**src/rtl/ship_life_ctrl.sv**
```systemverilog
// Player-ship life-cycle sequencer: shared move/button tick generation, spawn/invulnerable/alive/
// explode/respawn/game-over FSM, and gating of thrust, visibility and collision response.
module ship_life_ctrl #(
    parameter int CLK_RATE      = 25_000_000,
    parameter int DIVIDER       = 125_000,
    parameter int BTN_RATE      = 10,
    parameter int LIVES         = 3,
    parameter int EXPLODE_TICKS = 100,
    parameter int RESPAWN_TICKS = 200,
    parameter int INVULN_TICKS  = 400,
    parameter int BLINK_TICKS   = 20,
    localparam int LIVES_W      = $clog2(LIVES + 1)
) (
    input  logic               clk,
    input  logic               resetN,
    input  logic               start,
    input  logic               collision,
    input  logic               thrust_btn,
    output logic               move_tick,
    output logic               btn_tick,
    output logic               ship_reinit,
    output logic               thrust_en,
    output logic               ship_visible,
    output logic               exploding,
    output logic [LIVES_W-1:0] lives,
    output logic               game_over,
    output logic [2:0]         state_dbg
);

    localparam int BTN_DIV_RAW = CLK_RATE / DIVIDER / BTN_RATE;
    localparam int BTN_DIV     = (BTN_DIV_RAW < 1) ? 1 : BTN_DIV_RAW;
    localparam int TCW         = (DIVIDER > 1) ? $clog2(DIVIDER) : 1;
    localparam int BCW         = (BTN_DIV > 1) ? $clog2(BTN_DIV) : 1;
    localparam int BLW         = (BLINK_TICKS > 1) ? $clog2(BLINK_TICKS) : 1;
    localparam int MAXT_A      = (EXPLODE_TICKS > RESPAWN_TICKS) ? EXPLODE_TICKS : RESPAWN_TICKS;
    localparam int MAXT        = (MAXT_A > INVULN_TICKS) ? MAXT_A : INVULN_TICKS;
    localparam int TW          = $clog2(MAXT + 1);

    localparam logic [TCW-1:0]     TICK_LAST  = TCW'(DIVIDER - 1);
    localparam logic [BCW-1:0]     BTN_LAST   = BCW'(BTN_DIV - 1);
    localparam logic [BLW-1:0]     BLINK_LOAD = BLW'(BLINK_TICKS - 1);
    localparam logic [TW-1:0]      EXP_LOAD   = TW'(EXPLODE_TICKS - 1);
    localparam logic [TW-1:0]      RESP_LOAD  = TW'(RESPAWN_TICKS - 1);
    localparam logic [TW-1:0]      INV_LOAD   = TW'(INVULN_TICKS - 1);
    localparam logic [LIVES_W-1:0] LIVES_INIT = LIVES_W'(LIVES);

    typedef enum logic [2:0] {
        S_IDLE      = 3'd0,
        S_SPAWN     = 3'd1,
        S_INVULN    = 3'd2,
        S_ALIVE     = 3'd3,
        S_EXPLODE   = 3'd4,
        S_WAIT      = 3'd5,
        S_GAME_OVER = 3'd6
    } state_t;

    state_t               state_q, state_d;
    logic [TCW-1:0]       tick_cnt_q;
    logic                 move_tick_q;
    logic [BCW-1:0]       btn_cnt_q;
    logic [TW-1:0]        timer_q, timer_d;
    logic [BLW-1:0]       blink_cnt_q, blink_cnt_d;
    logic                 blink_vis_q, blink_vis_d;
    logic [LIVES_W-1:0]   lives_q, lives_d;

    // Free-running tick generation, independent of the FSM state.
    always_ff @(posedge clk) begin
        if (!resetN) begin
            tick_cnt_q  <= '0;
            move_tick_q <= 1'b0;
            btn_cnt_q   <= '0;
        end else begin
            move_tick_q <= (tick_cnt_q == TICK_LAST);
            tick_cnt_q  <= (tick_cnt_q == TICK_LAST) ? '0 : tick_cnt_q + TCW'(1);
            if (move_tick_q) begin
                btn_cnt_q <= (btn_cnt_q == BTN_LAST) ? '0 : btn_cnt_q + BCW'(1);
            end
        end
    end

    always_ff @(posedge clk) begin
        if (!resetN) begin
            state_q     <= S_IDLE;
            timer_q     <= '0;
            blink_cnt_q <= '0;
            blink_vis_q <= 1'b0;
            lives_q     <= LIVES_INIT;
        end else begin
            state_q     <= state_d;
            timer_q     <= timer_d;
            blink_cnt_q <= blink_cnt_d;
            blink_vis_q <= blink_vis_d;
            lives_q     <= lives_d;
        end
    end

    always_comb begin
        state_d     = state_q;
        timer_d     = timer_q;
        blink_cnt_d = blink_cnt_q;
        blink_vis_d = blink_vis_q;
        lives_d     = lives_q;
        case (state_q)
            S_IDLE: begin
                if (start) state_d = S_SPAWN;
            end
            S_SPAWN: begin
                state_d     = S_INVULN;
                timer_d     = INV_LOAD;
                blink_cnt_d = BLINK_LOAD;
                blink_vis_d = 1'b1;
            end
            S_INVULN: begin
                if (move_tick_q) begin
                    if (blink_cnt_q == '0) begin
                        blink_vis_d = ~blink_vis_q;
                        blink_cnt_d = BLINK_LOAD;
                    end else begin
                        blink_cnt_d = blink_cnt_q - BLW'(1);
                    end
                    if (timer_q == '0) state_d = S_ALIVE;
                    else               timer_d = timer_q - TW'(1);
                end
            end
            S_ALIVE: begin
                if (collision) begin
                    state_d = S_EXPLODE;
                    timer_d = EXP_LOAD;
                    if (lives_q != '0) lives_d = lives_q - LIVES_W'(1);
                end
            end
            S_EXPLODE: begin
                if (move_tick_q) begin
                    if (timer_q == '0) begin
                        if (lives_q == '0) begin
                            state_d = S_GAME_OVER;
                        end else begin
                            state_d = S_WAIT;
                            timer_d = RESP_LOAD;
                        end
                    end else begin
                        timer_d = timer_q - TW'(1);
                    end
                end
            end
            S_WAIT: begin
                if (move_tick_q) begin
                    if (timer_q == '0) state_d = S_SPAWN;
                    else               timer_d = timer_q - TW'(1);
                end
            end
            S_GAME_OVER: begin
                if (start) begin
                    lives_d = LIVES_INIT;
                    state_d = S_SPAWN;
                end
            end
            default: state_d = S_IDLE;
        endcase
    end

    // Moore outputs from registered state; thrust gating is the only combinational path.
    assign move_tick    = move_tick_q;
    assign btn_tick     = move_tick_q && (btn_cnt_q == BTN_LAST);
    assign ship_reinit  = (state_q == S_SPAWN);
    assign thrust_en    = thrust_btn && ((state_q == S_INVULN) || (state_q == S_ALIVE));
    assign ship_visible = (state_q == S_ALIVE) || ((state_q == S_INVULN) && blink_vis_q);
    assign exploding    = (state_q == S_EXPLODE);
    assign game_over    = (state_q == S_GAME_OVER);
    assign lives        = lives_q;
    assign state_dbg    = state_q;

endmodule

```
**config.mk**
```make
export PLATFORM = sky130hd
export DESIGN_NAME = ship_life_ctrl
export DESIGN_NICKNAME = d
export VERILOG_FILES = /design/src/rtl/ship_life_ctrl.sv
export SDC_FILE = /design/constraint.sdc
export NUM_CORES = 1
export LEC_CHECK = 0
export ABC_AREA = 1
export CAP_MARGIN = 20
export CORE_MARGIN = 4
export CORE_UTILIZATION = 53
export DETAILED_ROUTE_END_ITERATION = 8
export MAX_ROUTING_LAYER = met4
export PLACE_DENSITY = 0.76
export REMOVE_ABC_BUFFERS = 1
export SLEW_MARGIN = 0
export SYNTH_ARGS = -nofsm -noshare
export SYNTH_HDL_FRONTEND = slang
export SYNTH_SLANG_ARGS = --single-unit
```
**constraint.sdc**
```tcl
create_clock -name clk -period 1.5 [get_ports clk]
set_input_delay 0.15 -clock clk [delete_from_list [all_inputs] [get_ports clk]]
set_output_delay 0.15 -clock clk [all_outputs]
set_load 0.01 [all_outputs]
```
==> results of run 1 <==
[routing by layer]
metal / part of all wire / routed length [um]
met1: 0.41 / 2740
met2: 0.52 / 3490
met3: 0.043 / 290
met4: 0.029 / 195
met5: 0 / 0
[what timing repair did]
action	4_1_cts	5_1_grt
setup endpoints to repair	27	41
buffers inserted	4	6
pin swaps	7	14
hold buffers	0	0
resized for setup	38	62
cloned	0	1
[area by class of cell]
class | count | area, um2
multi-input combinational | 253 | 1460
fill | 330 | 1070
sequential | 43 | 882
timing repair buffer | 70 | 571
inverter | 56 | 223
clock buffer | 6 | 82.6
tap | 52 | 65.1
clock inverter | 2 | 35.0
[where the power goes]
group | switching (mW) | total, mW | internal [mW]
logic | 1.76 | 3.17 | 1.41
clock network | 0.417 | 0.956 | 0.539
registers | 0.196 | 1.54 | 1.34
[critical path, cell delays in order, from the launching register on]
cell and delay, ps:
dfxtp_4 430, inv_4 60, nand2_2 70, nand2_2 70, nand2_2 70, nand2_1 60, nand2_1 90, nand2_2 60
nor2_4 230, buf_6 150, nand3_1 70, a21oi_1 130
[sequential cells by signal, summed over array words and instances, names as in the netlist]
register and cells:
timer_q 9, move_tick 1, lives 2, blink_cnt_q 5, btn_cnt_q 5, tick_cnt_q 17
blink_vis_q 1, state_dbg 3
[logic make-up after synthesis]
group                    share of synthesized area
AND/OR/NAND/NOR                              0.351
XOR/XNOR                                    0.0326
buffers and inverters                        0.106
adder cells (fa/ha/maj)                     0.0362
flip-flops                                   0.356
AO/OA/AOI/OAI                                0.117
[Yosys cell counts (2+ instances only)]
| master | number | area, um2 |
|---|---|---|
| nand2_1 | 68 | 255 |
| nor2_1 | 58 | 218 |
| inv_1 | 54 | 203 |
| dfxtp_1 | 43 | 861 |
| o21ai_0 | 21 | 105 |
| a21oi_1 | 20 | 100 |
| nand3_1 | 19 | 95.1 |
| nor3_1 | 12 | 60.1 |
| nand4_1 | 9 | 56.3 |
| ha_1 | 7 | 87.6 |
| xor2_1 | 6 | 52.6 |
| nand2_2 | 4 | 25.0 |
| o211ai_1 | 4 | 30.0 |
| a31oi_1 | 3 | 18.8 |
| buf_6 | 3 | 33.8 |
| or2_2 | 3 | 18.8 |
| xnor2_1 | 3 | 26.3 |
| clkbuf_1 | 2 | 7.51 |
| inv_2 | 2 | 7.51 |
| nand3_4 | 2 | 35.0 |
| nor3_2 | 2 | 20.0 |
| nor4_1 | 2 | 12.5 |
[final timing paths]
check,startpoint,to
worst min register to register,tick_cnt_q[16]$_SDFF_PP0_,tick_cnt_q[16]$_SDFF_PP0_
worst max-delay path,state_dbg[1]$_SDFFE_PN0P_,timer_q[5]$_SDFFE_PN0P_
worst min-delay path,tick_cnt_q[16]$_SDFF_PP0_,tick_cnt_q[16]$_SDFF_PP0_
worst max register to register,state_dbg[1]$_SDFFE_PN0P_,timer_q[5]$_SDFFE_PN0P_
[layout by cell type (no fill, tap or decap), drive strengths merged, types with 4 or more instances in the layout]
master	synthesis	layout
nand4	9	9
clkbuf	2	10
nand2	73	73
clkdlybuf4s50	0	6
xor2	6	6
ha	7	7
o211ai	4	4
or2	4	4
nand3	22	22
dfxtp	43	43
a21oi	20	20
o21ai	23	23
nor3	14	14
inv	56	56
nor2	59	59
buf	4	54
==> flow_metrics.py, run 1 <==
metrics = {
    "clock_tree": {
        "clk_latency_ps": 300,
        "htreeDepth": 2,
        "cts_sinks": 43,
        "cts-buffers-inserted": 5,
        "cts_tree": "yes",
        "clkTransAtPathRegs_ps": 90,
        "cts.path.max_buffers": 2,
        "root_buffer": "clkbuf_8",
    },
    "floorplanning": {
        "initial_utilization": 0.551,
        "die-area_mm2": 0.00571,
        "die_x_um": 75.5,
        "die_h_um": 75.5,
        "core-area_mm2": 0.00438,
        "ios": 17,
        "rows": 24,
    },
    "min_path": {
        "hold_path.class": "flip-flop to flip-flop",
        "min_delay_path_depth": 2,
    },
    "sta": {
        "rsz0062_at_grt": "yes",
        "hold_viol": 0,
        "holdWs_ps": 473,
        "finalWorstSetupSlack_ps": -66.2,
        "maxSlewViolCount": 0,
        "tightest_slew_ps": 406,
        "max_freq_mhz": 638,
        "setup_viol": 10,
        "skew_ps": 9.68,
        "finalCritPeriodShare": 1.04,
        "finalCriticalPeriod_ps": 1570,
        "slew_headroom": 0.728,
        "fin_tns_setup_ps": -367,
    },
    "placed_design": {
        "hpwlAfterDp_mm": 4.35,
        "dpl.cell_count": 463,
        "place_area_mm2": 0.00292,
        "port-buffer-count": 16,
        "gp_congestion": 0.888,
        "pre_cts_ws_ps": -159,
    },
    "setup_path": {
        "reg2reg_slack_ps": -70,
        "r2r_cells": 11,
        "critPathArrivalTime_ps": 1800,
        "worstPathMaxFanout": 7,
        "worst-setup-path-type": "flip-flop to flip-flop",
        "cp-end-kind": "flip-flop",
        "required_ps": 1730,
        "start_kind": "flip-flop",
    },
    "drt": {
        "via_count": 2571,
        "antenna_left": 0,
        "drc": 0,
        "finalWirelength_mm": 6.71,
        "avgViaCountPerCell": 5.33,
        "wl_per_cell_um": 13.9,
        "drtIter0Drc": 164,
        "drt_pass1_iterations": 4,
    },
    "yosys": {
        "yosysUniqueCellTypes": 33,
        "syn-cell-area_mm2": 0.00242,
        "async_reset_ff_frac": 0,
        "synth-edff-count": 0,
        "postSynthCellCount": 358,
        "synth_seq_area_share": 0.356,
        "syn_avg_cell_area_um2": 6.75,
        "synth_seq_cells": 43,
        "ys.flop_type": "dfxtp_1",
        "yosysWarnings": 0,
    },
    "pwr": {
        "power_mw": 5.66,
        "irDropWorstVdd_mv": 1.05,
        "power.density_mw_per_mm2": 1710,
        "p_leak_nw": 1.54,
    },
    "finish": {
        "antenna_cells": 0,
        "final_core_util": 0.757,
        "drive_gt1_frac": 0.314,
        "fin_area_mm2": 0.00332,
        "final_cell_count_no_fill": 482,
        "nets": 441,
        "areaGrowthSynthToFinish_pct": 37.3,
    },
    "global_routing": {
        "antenna_found_initial": 0,
        "grt-ovfl-total": 0,
        "grt_max_degree": 14,
        "grt.busiest_layer": "met2",
        "grt_pass1_vias": 2389,
        "grt.met2_usage": 0.429,
        "use_met1": 0.274,
        "grtUsageTotal": 0.240,
        "grt_pass1_wl_mm": 10.3,
        "grtUsageMet3": 0.0449,
    },
    "run_status": {
        "failed_checks": "negative setup slack",
        "status": "finished with violations",
    },
    "run": {
        "drv_cap": 0,
    },
}
No activity file was read; power rests on OpenSTA's default activity.
==> run 2: changes to the inputs <==
--- a/config.mk
+++ b/config.mk
@@ -13,6 +13,7 @@
 export MAX_ROUTING_LAYER = met4
 export PLACE_DENSITY = 0.76
 export REMOVE_ABC_BUFFERS = 1
+export SETUP_SLACK_MARGIN = 0.3
 export SLEW_MARGIN = 0
 export SYNTH_ARGS = -nofsm -noshare
 export SYNTH_HDL_FRONTEND = slang
==> flow_metrics.py, run 2 (synthesized netlist as in run 1, its figures left out) <==
metrics = {
    "run_status": {
        "status": "finished with violations",
        "failed_checks": "negative setup slack",
    },
    "pwr": {
        "power.switching_mw": 2.73,
        "p_leak_nw": 1.72,
        "power.density_mw_per_mm2": 1630,
        "seq_power_share": 0.253,
        "irDropWorstVdd_mv": 1.02,
        "sw_frac_of_total": 0.438,
        "p_clk_frac": 0.158,
        "p_int_mw": 3.50,
        "combPwrFrac": 0.589,
    },
    "sta": {
        "setup_viol": 11,
        "slew_headroom": 0.695,
        "maxSlewViolCount": 0,
        "hold_viol": 0,
        "rsz0062_at_grt": "yes",
        "finalWorstSetupSlack_ps": -87.4,
        "fin_tns_setup_ps": -508,
        "finalCritPeriodShare": 1.06,
        "tightest_slew_ps": 454,
        "max_freq_mhz": 630,
        "finalCriticalPeriod_ps": 1590,
        "skew_ps": 12.6,
    },
    "finish": {
        "areaGrowthSynthToFinish_pct": 58.4,
        "final_cell_mix": "buf_4 (57), nand2_1 (49), nor2_1 (45)",
        "nets": 462,
        "largest_reg_flops": 17,
        "nFillCells": 214,
        "antenna_cells": 0,
        "largest_register": "tick_cnt_q",
        "largestRegisters": "tick_cnt_q: 17 flops, timer_q: 9 flops",
        "final_cell_count_no_fill": 503,
        "final_common_cell": "buf_4",
        "drive_gt1_frac": 0.492,
    },
    "run": {
        "drv_cap": 0,
    },
    "global_routing": {
        "antenna_found_initial": 0,
        "grt-ovfl-total": 0,
        "grt_pass1_wl_mm": 12.0,
        "grtUsageTotal": 0.283,
        "grt_pass1_vias": 2624,
        "grt_max_degree": 14,
    },
    "setup_path": {
        "crit_chain": "inv_8 > buf_4 > ha_2 > nor2_1 > nand2_1 > a21oi_1 > nand2_2 > nand2_1 > nor2_1",
        "worstPathMaxFanout": 6,
        "reg2reg_slack_ps": -90,
        "cp-end-kind": "flip-flop",
        "critPathArrivalTime_ps": 1790,
        "slowest_stage": "dfxtp_4",
        "worst-setup-path-type": "flip-flop to flip-flop",
        "start_kind": "flip-flop",
        "required_ps": 1710,
        "crit_family": "simple AND/OR/NAND/NOR gates",
        "crit_buf_inv": 2,
        "slowest_delay_ps": 420,
    },
    "clock_tree": {
        "cts_sinks": 43,
        "clkTransAtPathRegs_ps": 100,
        "root_buffer": "clkbuf_8",
        "clk_latency_ps": 310,
        "cts-buffers-inserted": 5,
        "cts.path.max_buffers": 2,
        "htreeDepth": 2,
        "postCtsHoldBufs": 0,
        "cts_tree": "yes",
    },
    "placed_design": {
        "port-buffer-count": 16,
        "dpl.cell_count": 463,
        "hpwlAfterDp_mm": 4.35,
        "gp_congestion": 0.888,
    },
    "drt": {
        "drt_pass1_iterations": 5,
        "drc": 0,
        "antenna_left": 0,
        "via_count": 2897,
        "wl_per_cell_um": 17.7,
        "drtIter0Drc": 191,
        "avgViaCountPerCell": 5.76,
        "finalWirelength_mm": 8.88,
    },
    "floorplanning": {
        "die_x_um": 75.5,
        "ios": 17,
        "rows": 24,
        "core-area_mm2": 0.00438,
        "die_h_um": 75.5,
        "die-area_mm2": 0.00571,
        "initial_utilization": 0.551,
    },
    "min_path": {
        "hold_path.class": "flip-flop to flip-flop",
    },
}
run 2: cell types whose count changed in the layout (fill, tap and decap cells not counted), moves of 6 or more:
cell | before | now
inv_1 | 48 | 39
nand2_1 | 57 | 49
o21ai_0 | 18 | 10
buf_6 | 7 | 21
dfxtp_1 | 32 | 21
dfxtp_2 | 8 | 16
buf_4 | 46 | 57
a21oi_1 | 16 | 9
nor3_1 | 12 | 6
a21oi_2 | 4 | 11
inv_2 | 5 | 12
run 2: layout make-up:
type | count | area (um2) | area share
clock buffer | 6 | 82.6 | 0.0216
clock inverter | 2 | 35.0 | 0.00915
inverter | 56 | 228 | 0.0595
multi-input combinational | 253 | 1750 | 0.458
sequential | 43 | 903 | 0.236
tap | 52 | 65.1 | 0.0170
timing repair buffer | 91 | 763 | 0.199
run 2: final timing paths:
path	start	endpoint	cells past startpoint
setup / recovery	state_dbg[2]$_SDFFE_PN0P_	timer_q[1]$_SDFFE_PN0P_	9
hold / removal	tick_cnt_q[14]$_SDFF_PP0_	tick_cnt_q[14]$_SDFF_PP0_	2
hold reg to reg	tick_cnt_q[14]$_SDFF_PP0_	tick_cnt_q[14]$_SDFF_PP0_	2
setup reg to reg	state_dbg[2]$_SDFFE_PN0P_	timer_q[1]$_SDFFE_PN0P_	9
run 2: power by group through the flow:
stage | clock network (mW) | logic [mW] | registers, mW
2_1_floorplan | 0 | 1.49 | 1.51
3_3_place_gp | 0 | 2.47 | 1.50
3_5_place_dp | 0 | 2.52 | 1.51
4_1_cts | 0.970 | 3.04 | 1.54
5_1_grt | 1.02 | 3.97 | 1.60
6_report | 0.982 | 3.67 | 1.58
run 2: layer usage:
| metal | track usage | vias up | routed length (um) |
|---|---|---|---|
| li1 | - | 1343 | - |
| met1 | 0.309 | 1372 | 3410 |
| met2 | 0.506 | 130 | 4620 |
| met3 | 0.0501 | 52 | 418 |
| met4 | 0.111 | 0 | 429 |
| met5 | - | - | 0 |
run 2: worst register-to-register path, stage by stage (launching register included):
cell and delay, ps:
dfxtp_4 420, inv_8 60, buf_4 130, ha_2 270, nor2_1 210, nand2_1 90, a21oi_1 140, nand2_2 60
nand2_1 60, nor2_1 50
run 2: repair_timing:
action	4_1_cts	5_1_grt
gates cloned	0	1
endpoints found under the setup margin	49	47
resized for setup	139	90
buffers inserted	17	14
hold endpoints to repair	0	0
pin swaps	31	25
run 2: metrics by stage:
step / utilization / instance area [um2] / power (mW) / hold slack, ps / setup slack, ps
2_1_floorplan: - / 2370 / 3.00 / 249 / -143
3_3_place_gp: 0.666 / 2920 / 3.97 / 465 / -62.3
3_5_place_dp: 0.666 / 2920 / 4.03 / 463 / -159
4_1_cts: 0.789 / 3460 / 5.55 / 483 / 45.1
5_1_grt: 0.873 / 3830 / 6.59 / 502 / -183
6_report: 0.873 / 3830 / 6.23 / 491 / -87.4
